**config.mk**
```make
export PLATFORM = sky130hd
export DESIGN_NAME = instr_encoder32
export DESIGN_NICKNAME = d
export VERILOG_FILES = /design/src/rtl/mips_pkg.sv /design/src/rtl/instr_pack.sv /design/src/rtl/instr_encoder32.sv
export SDC_FILE = /design/constraint.sdc
export NUM_CORES = 1
export LEC_CHECK = 0
export ABC_AREA = 1
export CAP_MARGIN = 20
export CORE_AREA = 2 2 171 106
export CTS_BUF_LIST = sky130_fd_sc_hd__clkbuf_16
export DETAILED_ROUTE_END_ITERATION = 8
export DIE_AREA = 0 0 173 108
export PLACE_DENSITY_LB_ADDON = 0.1
export SYNTH_ARGS = -nofsm -noshare
export SYNTH_HDL_FRONTEND = slang
export SYNTH_SLANG_ARGS = --single-unit
```
**constraint.sdc**
```tcl
create_clock -name clock -period 2.1 [get_ports clock]
set_clock_uncertainty 0.05 [all_clocks]
set_input_delay 0.21 -clock clock [delete_from_list [all_inputs] [get_ports clock]]
set_output_delay 0.21 -clock clock [all_outputs]
set_load 0.005 [all_outputs]
```
**src/rtl/mips_pkg.sv**
```systemverilog
// Shared MIPS encoding constants and command classes, used by the program-load
// encoder and by the control decoder.
package mips_pkg;

    localparam logic [5:0] OP_R       = 6'b000000;
    localparam logic [5:0] OP_LW      = 6'b100011;
    localparam logic [5:0] OP_SW      = 6'b101011;
    localparam logic [5:0] OP_BEQ     = 6'b000100;
    localparam logic [5:0] OP_BNE     = 6'b000101;
    localparam logic [5:0] OP_J       = 6'b000010;
    localparam logic [5:0] OP_JAL     = 6'b000011;
    localparam logic [2:0] OP_I_PREFIX = 3'b001;
    localparam logic [5:0] FUNCT_JR   = 6'b001000;

    // Codes 9-15 are reserved and rejected by the encoder.
    typedef enum logic [3:0] {
        CLS_R   = 4'd0,
        CLS_JR  = 4'd1,
        CLS_I   = 4'd2,
        CLS_LW  = 4'd3,
        CLS_SW  = 4'd4,
        CLS_BEQ = 4'd5,
        CLS_BNE = 4'd6,
        CLS_J   = 4'd7,
        CLS_JAL = 4'd8
    } cmd_class_e;

    typedef enum logic [1:0] {
        ST_IDLE,
        ST_LOAD,
        ST_FLUSH,
        ST_DONE
    } enc_state_e;

endpackage

```
**src/rtl/instr_pack.sv**
```systemverilog
// Combinational field packer: command class plus operand fields to a 32-bit
// MIPS instruction word, with a flag that is low for reserved classes.
module instr_pack
    import mips_pkg::*;
(
    input  logic [3:0]  cmd_class,
    input  logic [2:0]  cmd_iop,
    input  logic [4:0]  cmd_rs,
    input  logic [4:0]  cmd_rt,
    input  logic [4:0]  cmd_rd,
    input  logic [4:0]  cmd_shamt,
    input  logic [5:0]  cmd_funct,
    input  logic [15:0] cmd_imm,
    input  logic [25:0] cmd_target,
    output logic [31:0] word,
    output logic        legal
);

    always_comb begin
        // NOTE: every output gets a default before the case so no latch is inferred.
        word  = '0;
        legal = 1'b1;
        case (cmd_class)
            CLS_R:   word = {OP_R, cmd_rs, cmd_rt, cmd_rd, cmd_shamt, cmd_funct};
            CLS_JR:  word = {OP_R, cmd_rs, 15'b0, FUNCT_JR};
            CLS_I:   word = {OP_I_PREFIX, cmd_iop, cmd_rs, cmd_rt, cmd_imm};
            CLS_LW:  word = {OP_LW, cmd_rs, cmd_rt, cmd_imm};
            CLS_SW:  word = {OP_SW, cmd_rs, cmd_rt, cmd_imm};
            CLS_BEQ: word = {OP_BEQ, cmd_rs, cmd_rt, cmd_imm};
            CLS_BNE: word = {OP_BNE, cmd_rs, cmd_rt, cmd_imm};
            CLS_J:   word = {OP_J, cmd_target};
            CLS_JAL: word = {OP_JAL, cmd_target};
            default: legal = 1'b0;
        endcase
    end

endmodule

```
**src/rtl/instr_encoder32.sv**
```systemverilog
// Program loader: accepts encoded-instruction commands and streams the packed
// words into instruction memory, one word per cycle, from a start address.
module instr_encoder32
    import mips_pkg::*;
#(
    parameter int ADDR_W = 14
) (
    input  logic              clock,
    input  logic              reset,
    input  logic              start,
    input  logic [ADDR_W-1:0] base_addr,
    input  logic              cmd_valid,
    output logic              cmd_ready,
    input  logic [3:0]        cmd_class,
    input  logic [2:0]        cmd_iop,
    input  logic [4:0]        cmd_rs,
    input  logic [4:0]        cmd_rt,
    input  logic [4:0]        cmd_rd,
    input  logic [4:0]        cmd_shamt,
    input  logic [5:0]        cmd_funct,
    input  logic [15:0]       cmd_imm,
    input  logic [25:0]       cmd_target,
    input  logic              cmd_last,
    output logic              imem_we,
    output logic [ADDR_W-1:0] imem_addr,
    output logic [31:0]       imem_wdata,
    output logic              busy,
    output logic              done,
    output logic              err,
    output logic [ADDR_W:0]   count
);

    localparam logic [ADDR_W:0] COUNT_MAX = {1'b1, {ADDR_W{1'b0}}};

    enc_state_e        state;
    logic [ADDR_W-1:0] wr_ptr;
    logic [31:0]       pack_word;
    logic              pack_legal;
    logic              handshake;

    instr_pack u_pack (
        .cmd_class  (cmd_class),
        .cmd_iop    (cmd_iop),
        .cmd_rs     (cmd_rs),
        .cmd_rt     (cmd_rt),
        .cmd_rd     (cmd_rd),
        .cmd_shamt  (cmd_shamt),
        .cmd_funct  (cmd_funct),
        .cmd_imm    (cmd_imm),
        .cmd_target (cmd_target),
        .word       (pack_word),
        .legal      (pack_legal)
    );

    assign cmd_ready = (state == ST_LOAD);
    assign busy      = (state == ST_LOAD) || (state == ST_FLUSH);
    assign done      = (state == ST_DONE);
    assign handshake = cmd_valid && cmd_ready;

    always_ff @(posedge clock) begin
        if (reset) begin
            state      <= ST_IDLE;
            wr_ptr     <= '0;
            imem_we    <= 1'b0;
            imem_addr  <= '0;
            imem_wdata <= '0;
            err        <= 1'b0;
            count      <= '0;
        end else begin
            // NOTE: non-blocking assignments keep every register sampling pre-edge values.
            imem_we <= 1'b0;
            case (state)
                ST_IDLE: begin
                    if (start) begin
                        state  <= ST_LOAD;
                        wr_ptr <= base_addr;
                        count  <= '0;
                        err    <= 1'b0;
                    end
                end
                ST_LOAD: begin
                    if (handshake) begin
                        if (pack_legal) begin
                            imem_we    <= 1'b1;
                            imem_addr  <= wr_ptr;
                            imem_wdata <= pack_word;
                            wr_ptr     <= wr_ptr + 1'b1;
                            if (count != COUNT_MAX)
                                count <= count + 1'b1;
                        end else begin
                            err <= 1'b1;
                        end
                        if (cmd_last)
                            state <= ST_FLUSH;
                    end
                end
                // The final write is on the port during FLUSH; nothing else to wait for.
                ST_FLUSH: state <= ST_DONE;
                ST_DONE:  state <= ST_IDLE;
                default:  state <= ST_IDLE;
            endcase
        end
    end

endmodule

```
* Word-level counts from Yosys, hierarchy flattened
Cells that the tools add are included.
Storage, ports and cells: register bits 79, input bits 94, output and inout port bits 66
Cells by class: add/sub/neg operators 2, equal/unequal tests 18, multiplexer cells 20, bitwise logic cells 2, reductions and logical operators 12
Operator list (number):
- one-hot mux 32 bit (9 select lines) | 1
- 2-to-1 mux 15 bit | 4
- 2-to-1 mux 14 bit | 3
- one-hot mux 15 bit (2 select lines) | 1
- one-hot mux 14 bit (2 select lines) | 1
- == test 4 x 3 -> 1 bit (second input constant) | 4
- adder 15 x 1 -> 15 bit (second input constant) | 1
- != test 15 bit (second input constant) | 1
- adder 14 x 1 -> 14 bit (second input constant) | 1
- OR reduction 9 bit | 1
- == test 4 x 2 -> 1 bit (second input constant) | 2
- != test 2 x 1 -> 1 bit (second input constant) | 4
- one-hot mux 2 bit (4 select lines) | 1
- AND reduction 4 bit | 2
- 2-to-1 mux 2 bit | 3
- AND reduction 3 bit | 2
- 2-to-1 mux 1 bit | 5
- AND reduction 5 bit | 1
- == test 2 bit (second input constant) | 2
- == test 4 x 1 -> 1 bit (second input constant) | 1
- == test 4 bit (second input constant) | 1
- logical NOT 4 bit | 1
- != test 2 bit (second input constant) | 2
- OR reduction 3 bit | 1
- other kinds (7) | 8

* Longest topological paths before layout
depth after elaboration 6, gate-level depth with buffers 13, mapped depth without buffers 12

* Modules after synthesis
From an unflattened synthesis, not the netlist that was laid out.
Second synthesis, totals: cells, all modules 947, area, all modules 5556.6 um2
Modules (own cells, without submodules):
- instr_encoder32 | instances 1, cells an instance 553, area an instance 3808.7 um2, sequential area each 1581.5 um2
- instr_pack | instances 1, cells an instance 394, area an instance 1747.9 um2, sequential area each 0.0 um2

* Worst setup path before layout
OpenSTA, ideal clock, no wires.
kind register -> register, from register state[1], to register wr_ptr[7], library setup time 0.113 ns, data arrival time 1.556 ns, required time 1.937 ns, slack 0.381 ns, stages on the path, launching flop included 13, path buffers 2, clock period less this slack 1.719 ns, cells stage by stage dfxtp_1 > inv_1 > ha_1 > buf_6 > nand2_1 > nand2_1 > nor2_4 > nand2_2 > buf_6 > a21oi_1 > nand2_1 > nand2_1 > nor2_1
Between the ends: longest elaborated chain between the ends 4
Ends and longest elaborated chain:
- start, declared | line instr_encoder32.sv:35 | enc_state_e state;
- start signal, assigned | line instr_encoder32.sv:62 | state <= ST_IDLE;
- start signal, assigned | line instr_encoder32.sv:75 | state <= ST_LOAD;
- start signal, assigned | line instr_encoder32.sv:94 | state <= ST_FLUSH;
- == test 2 x 1 -> 1 bit (*) | line instr_encoder32.sv:55 | assign cmd_ready = (state == ST_LOAD);
- net cmd_ready | line instr_encoder32.sv:13 | output logic cmd_ready,
- logical AND 1 bit | line instr_encoder32.sv:58 | assign handshake = cmd_valid && cmd_ready;
- != test 2 x 1 -> 1 bit (no line)
- AND reduction 4 bit (no line)
- end signal, assigned | line instr_encoder32.sv:76 | wr_ptr <= base_addr;
- end signal, assigned | line instr_encoder32.sv:87 | wr_ptr <= wr_ptr + 1'b1;
- end, declared | line instr_encoder32.sv:36 | logic [ADDR_W-1:0] wr_ptr;
Mark *: on every way through the listed nets, which the timed path passes. The rest lies on a longest branch. A chain may end at the register's enable or synchronous reset.

* Final worst setup path
from register state[0], to output busy
Between the ends: longest elaborated chain between the ends 2
Ends and longest elaborated chain:
- == test 2 x 1 -> 1 bit / == test 2 bit (equally long branches) | line instr_encoder32.sv:56 | assign busy = (state == ST_LOAD) || (state == ST_FLUSH);
- logical OR 1 bit (*) | line instr_encoder32.sv:56
- end, declared | line instr_encoder32.sv:27 | output logic busy,
Every way passes the cells marked *; elsewhere a longest branch is shown, timed or not.

==> impl_results.md <==
* CTS tree: yes
* Fin. max-slew vios at 0
* CTS Sinks at 78
* Met3 wire length at 878 microns
* Clock latency on the worst-skew pair at 350 ps
* Maximum capacitance violations at 0
* Seq/Total Area, Yosys at 37.0%
* H-tree levels at 3
* Post-synth cell types at 39
* Met2 WL at 6.90 mm
* Post-synthesis cell count at 628
* Rel. slew slack at 51.9%
* Postcts setup bufs at 0
* Crit path kind: reg2out
* I/O pin cnt at 160
* Antenna Nets Post-Route at 0
* Clk buf depth at 2
* RSZ-0062 raised after global routing: no
* Final core occ at 38.1%
* Crit path time final at 1910 ps
* Hold Violations, Final at 0
* Routed wire length per instance at 15.5 microns
* Placed wire-length estimate at 11.9 mm
* Total negative slack at 0 ps
* P per Cell Area at 906 nW/um^2
* Hold Crit Class: in2reg
* Leak Pwr at 2.50 nW
* Mapped cell area at 4220 sq um
* Fmax at 523 MHz
* Hold_buf cts at 0
* DRT Pass-1 Iters at 5
* CP max FO at 4
* Critical Path Start Type: flop
* Clock transition at path regs at 60 ps
* Die width at 173 microns
* Synthesized flop and latch total at 78
* Starting Density at 24.9%
* Core footprint at 16900 sq um
* Vias in the first global route at 4372
* Total GRT Usage at 16.6%
* Full die area at 18700 sq um
* Avg Cell Area, Syn at 6.72 sq um
* Post-cts sizing count at 0
* Worst-margin pin slew at 721 ps
* Area Overhead vs Synth at 53.0%
* CTS Buf Count at 9
* Critical path arrival at 1650 ps
* Fill count at 1845
* GP Congestion at 0.869
* Final-stage net count at 888
* CP required at 1840 ps
* Grt total ovfl at 0
* Initial DRC Count at 360
* Die H at 108 microns
* Largest net degree at the start of global routing at 54
* WL final at 15.9 mm
* Initial antenna violation count at 0
* Top sig layer: met4
* Syn nets at 730
* Status: completed
* Peak VDD IR at 0.407 mV
* PortBufs at 158
* Share of post-route cells with drive strength above 1 at 7.59%
* Synth warn at 0
* Clock Root Buffer: clkbuf_16
* Rows at 37
* Final setup violating endpoints at 0
* First-pass GRT wire length at 24.3 mm
* Vias/cell at 4.64
* Drt drc at 0
* Routed metal-1 wire length at 7.93 mm
* Setup crit end kind: output port
* Period utilisation layout at 91.0%
* Antenna Cells at 0
* Vias at 4755
## worst max-delay path, stage by stage (launching register included)
cell and delay [ps]:
dfxtp_1 360, inv_1 110, ha_1 320, clkdlybuf4s50_1 520
## final cells by class
cell class                      instances  area (sq um)  share of cell area [%]
Timing Repair Buffer                  179          1790                    27.7
Inverter                               54           206                    3.20
Clock buffer                            9           225                    3.49
Tap cell                              234           293                    4.53
Sequential cell                        78          1560                    24.2
Multi-Input combinational cell        464          2280                    35.4
Clock inverter                          7          98.8                    1.53
## synthesized netlist by cell type
cell | number | area [sq um]
a211oi_1 | 3 | 22.5
a211oi_2 | 1 | 12.5
a21oi_1 | 50 | 250
a31oi_1 | 27 | 169
a31oi_2 | 1 | 12.5
and2_1 | 1 | 6.26
buf_1 | 1 | 3.75
buf_2 | 10 | 50.1
buf_4 | 3 | 22.5
buf_6 | 5 | 56.3
clkbuf_1 | 12 | 45.0
clkbuf_2 | 1 | 5.00
clkinv_1 | 1 | 3.75
conb_1 | 1 | 3.75
dfxtp_1 | 78 | 1560
ha_1 | 8 | 100
inv_1 | 50 | 188
inv_2 | 3 | 11.3
nand2_1 | 136 | 510
nand2_2 | 1 | 6.26
nand2_4 | 2 | 22.5
nand3_1 | 26 | 130
nand3_2 | 1 | 10.0
nand3_4 | 1 | 17.5
nand4_1 | 9 | 56.3
nor2_1 | 85 | 319
nor2_2 | 1 | 6.26
nor2_4 | 3 | 33.8
nor3_1 | 3 | 15.0
nor3_4 | 1 | 16.3
nor3b_1 | 1 | 7.51
o211ai_1 | 2 | 15.0
o21ai_0 | 78 | 390
o21ai_1 | 11 | 55.1
o21ai_2 | 2 | 17.5
o21bai_1 | 2 | 15.0
or2_2 | 3 | 18.8
xnor2_1 | 1 | 8.76
xor2_1 | 3 | 26.3
## state kept, by name (all words and copies together) (netlist names)
signal      count
imem_wdata     31
imem_addr      14
state           2
err             1
count          15
imem_we         1
wr_ptr         14
## cell usage in the layout, fill, tap and decap left out, drive strengths merged, types with 2 or more instances in the layout
| cell type | instances |
|---|---|
| a21oi | 50 |
| a31oi | 28 |
| clkbuf | 9 |
| clkinv | 5 |
| nand4 | 9 |
| buf | 21 |
| clkinvlp | 2 |
| or2 | 3 |
| o21ai | 91 |
| nor2 | 89 |
| nand2 | 139 |
| a211oi | 4 |
| o211ai | 2 |
| ha | 8 |
| nor3 | 4 |
| inv | 52 |
| dfxtp | 78 |
| clkdlybuf4s50 | 158 |
| nand3 | 28 |
| xor2 | 3 |
| o21bai | 2 |
| bufinv | 2 |
## worst paths after layout
kind / startpoint / depth (start not counted) / slack [ps] / to
max: state[0]$_SDFFE_PP0P_ / 3 / 190 / busy
min: cmd_imm[8] / 3 / 390 / imem_wdata[8]$_SDFFE_PP0P_
max reg2reg: state[1]$_SDFFE_PP0P_ / 9 / 190 / wr_ptr[0]$_SDFFE_PP0P_
min reg2reg: imem_wdata[28]$_SDFFE_PP0P_ / 2 / 430 / imem_wdata[28]$_SDFFE_PP0P_
## stage by stage
step | total power, mW | std cells | hold slack, ps | setup WS, ps | instance area, sq um
6_report | 5.85 | 1025 | 386 | 189 | 6460
5_1_grt | 6.25 | 1025 | 389 | 28.8 | 6460
4_1_cts | 5.89 | 1025 | 370 | 44.8 | 6440
3_5_place_dp | 4.10 | 1009 | 415 | 31.2 | 6120
3_3_place_gp | 4.07 | 1009 | 406 | 69.0 | 6120
2_1_floorplan | 3.15 | 628 | 298 | 381 | 4220
## cells by family (layout without fill, tap and decap cells)
kind of cell	Yosys count	in the layout	synth area share [%]
adder cells (fa/ha/maj)	8	8	2.37
other	1	1	0.0888
buffers and inverters	86	249	9.13
AND/OR/NAND/NOR	274	274	27.9
AO/OA/AOI/OAI	177	177	22.7
XOR/XNOR	4	4	0.830
flip-flops	78	78	37.0
## per-layer routing
| layer | vias to the layer above | global-route usage (%) |
|---|---|---|
| li1 | 2403 | - |
| met1 | 2192 | 24.1 |
| met2 | 147 | 24.1 |
| met3 | 13 | 4.47 |
| met4 | 0 | 4.12 |
| met5 | - | 0 |
## where the power goes
| part | total, mW | internal (mW) | switching [mW] |
|---|---|---|---|
| Clock | 1.75 | 1.05 | 0.702 |
| Sequential | 1.95 | 1.74 | 0.210 |
| Combinational | 2.15 | 0.982 | 1.17 |
| Total | 5.85 | 3.77 | 2.08 |
No activity file was read; power rests on OpenSTA's default activity.
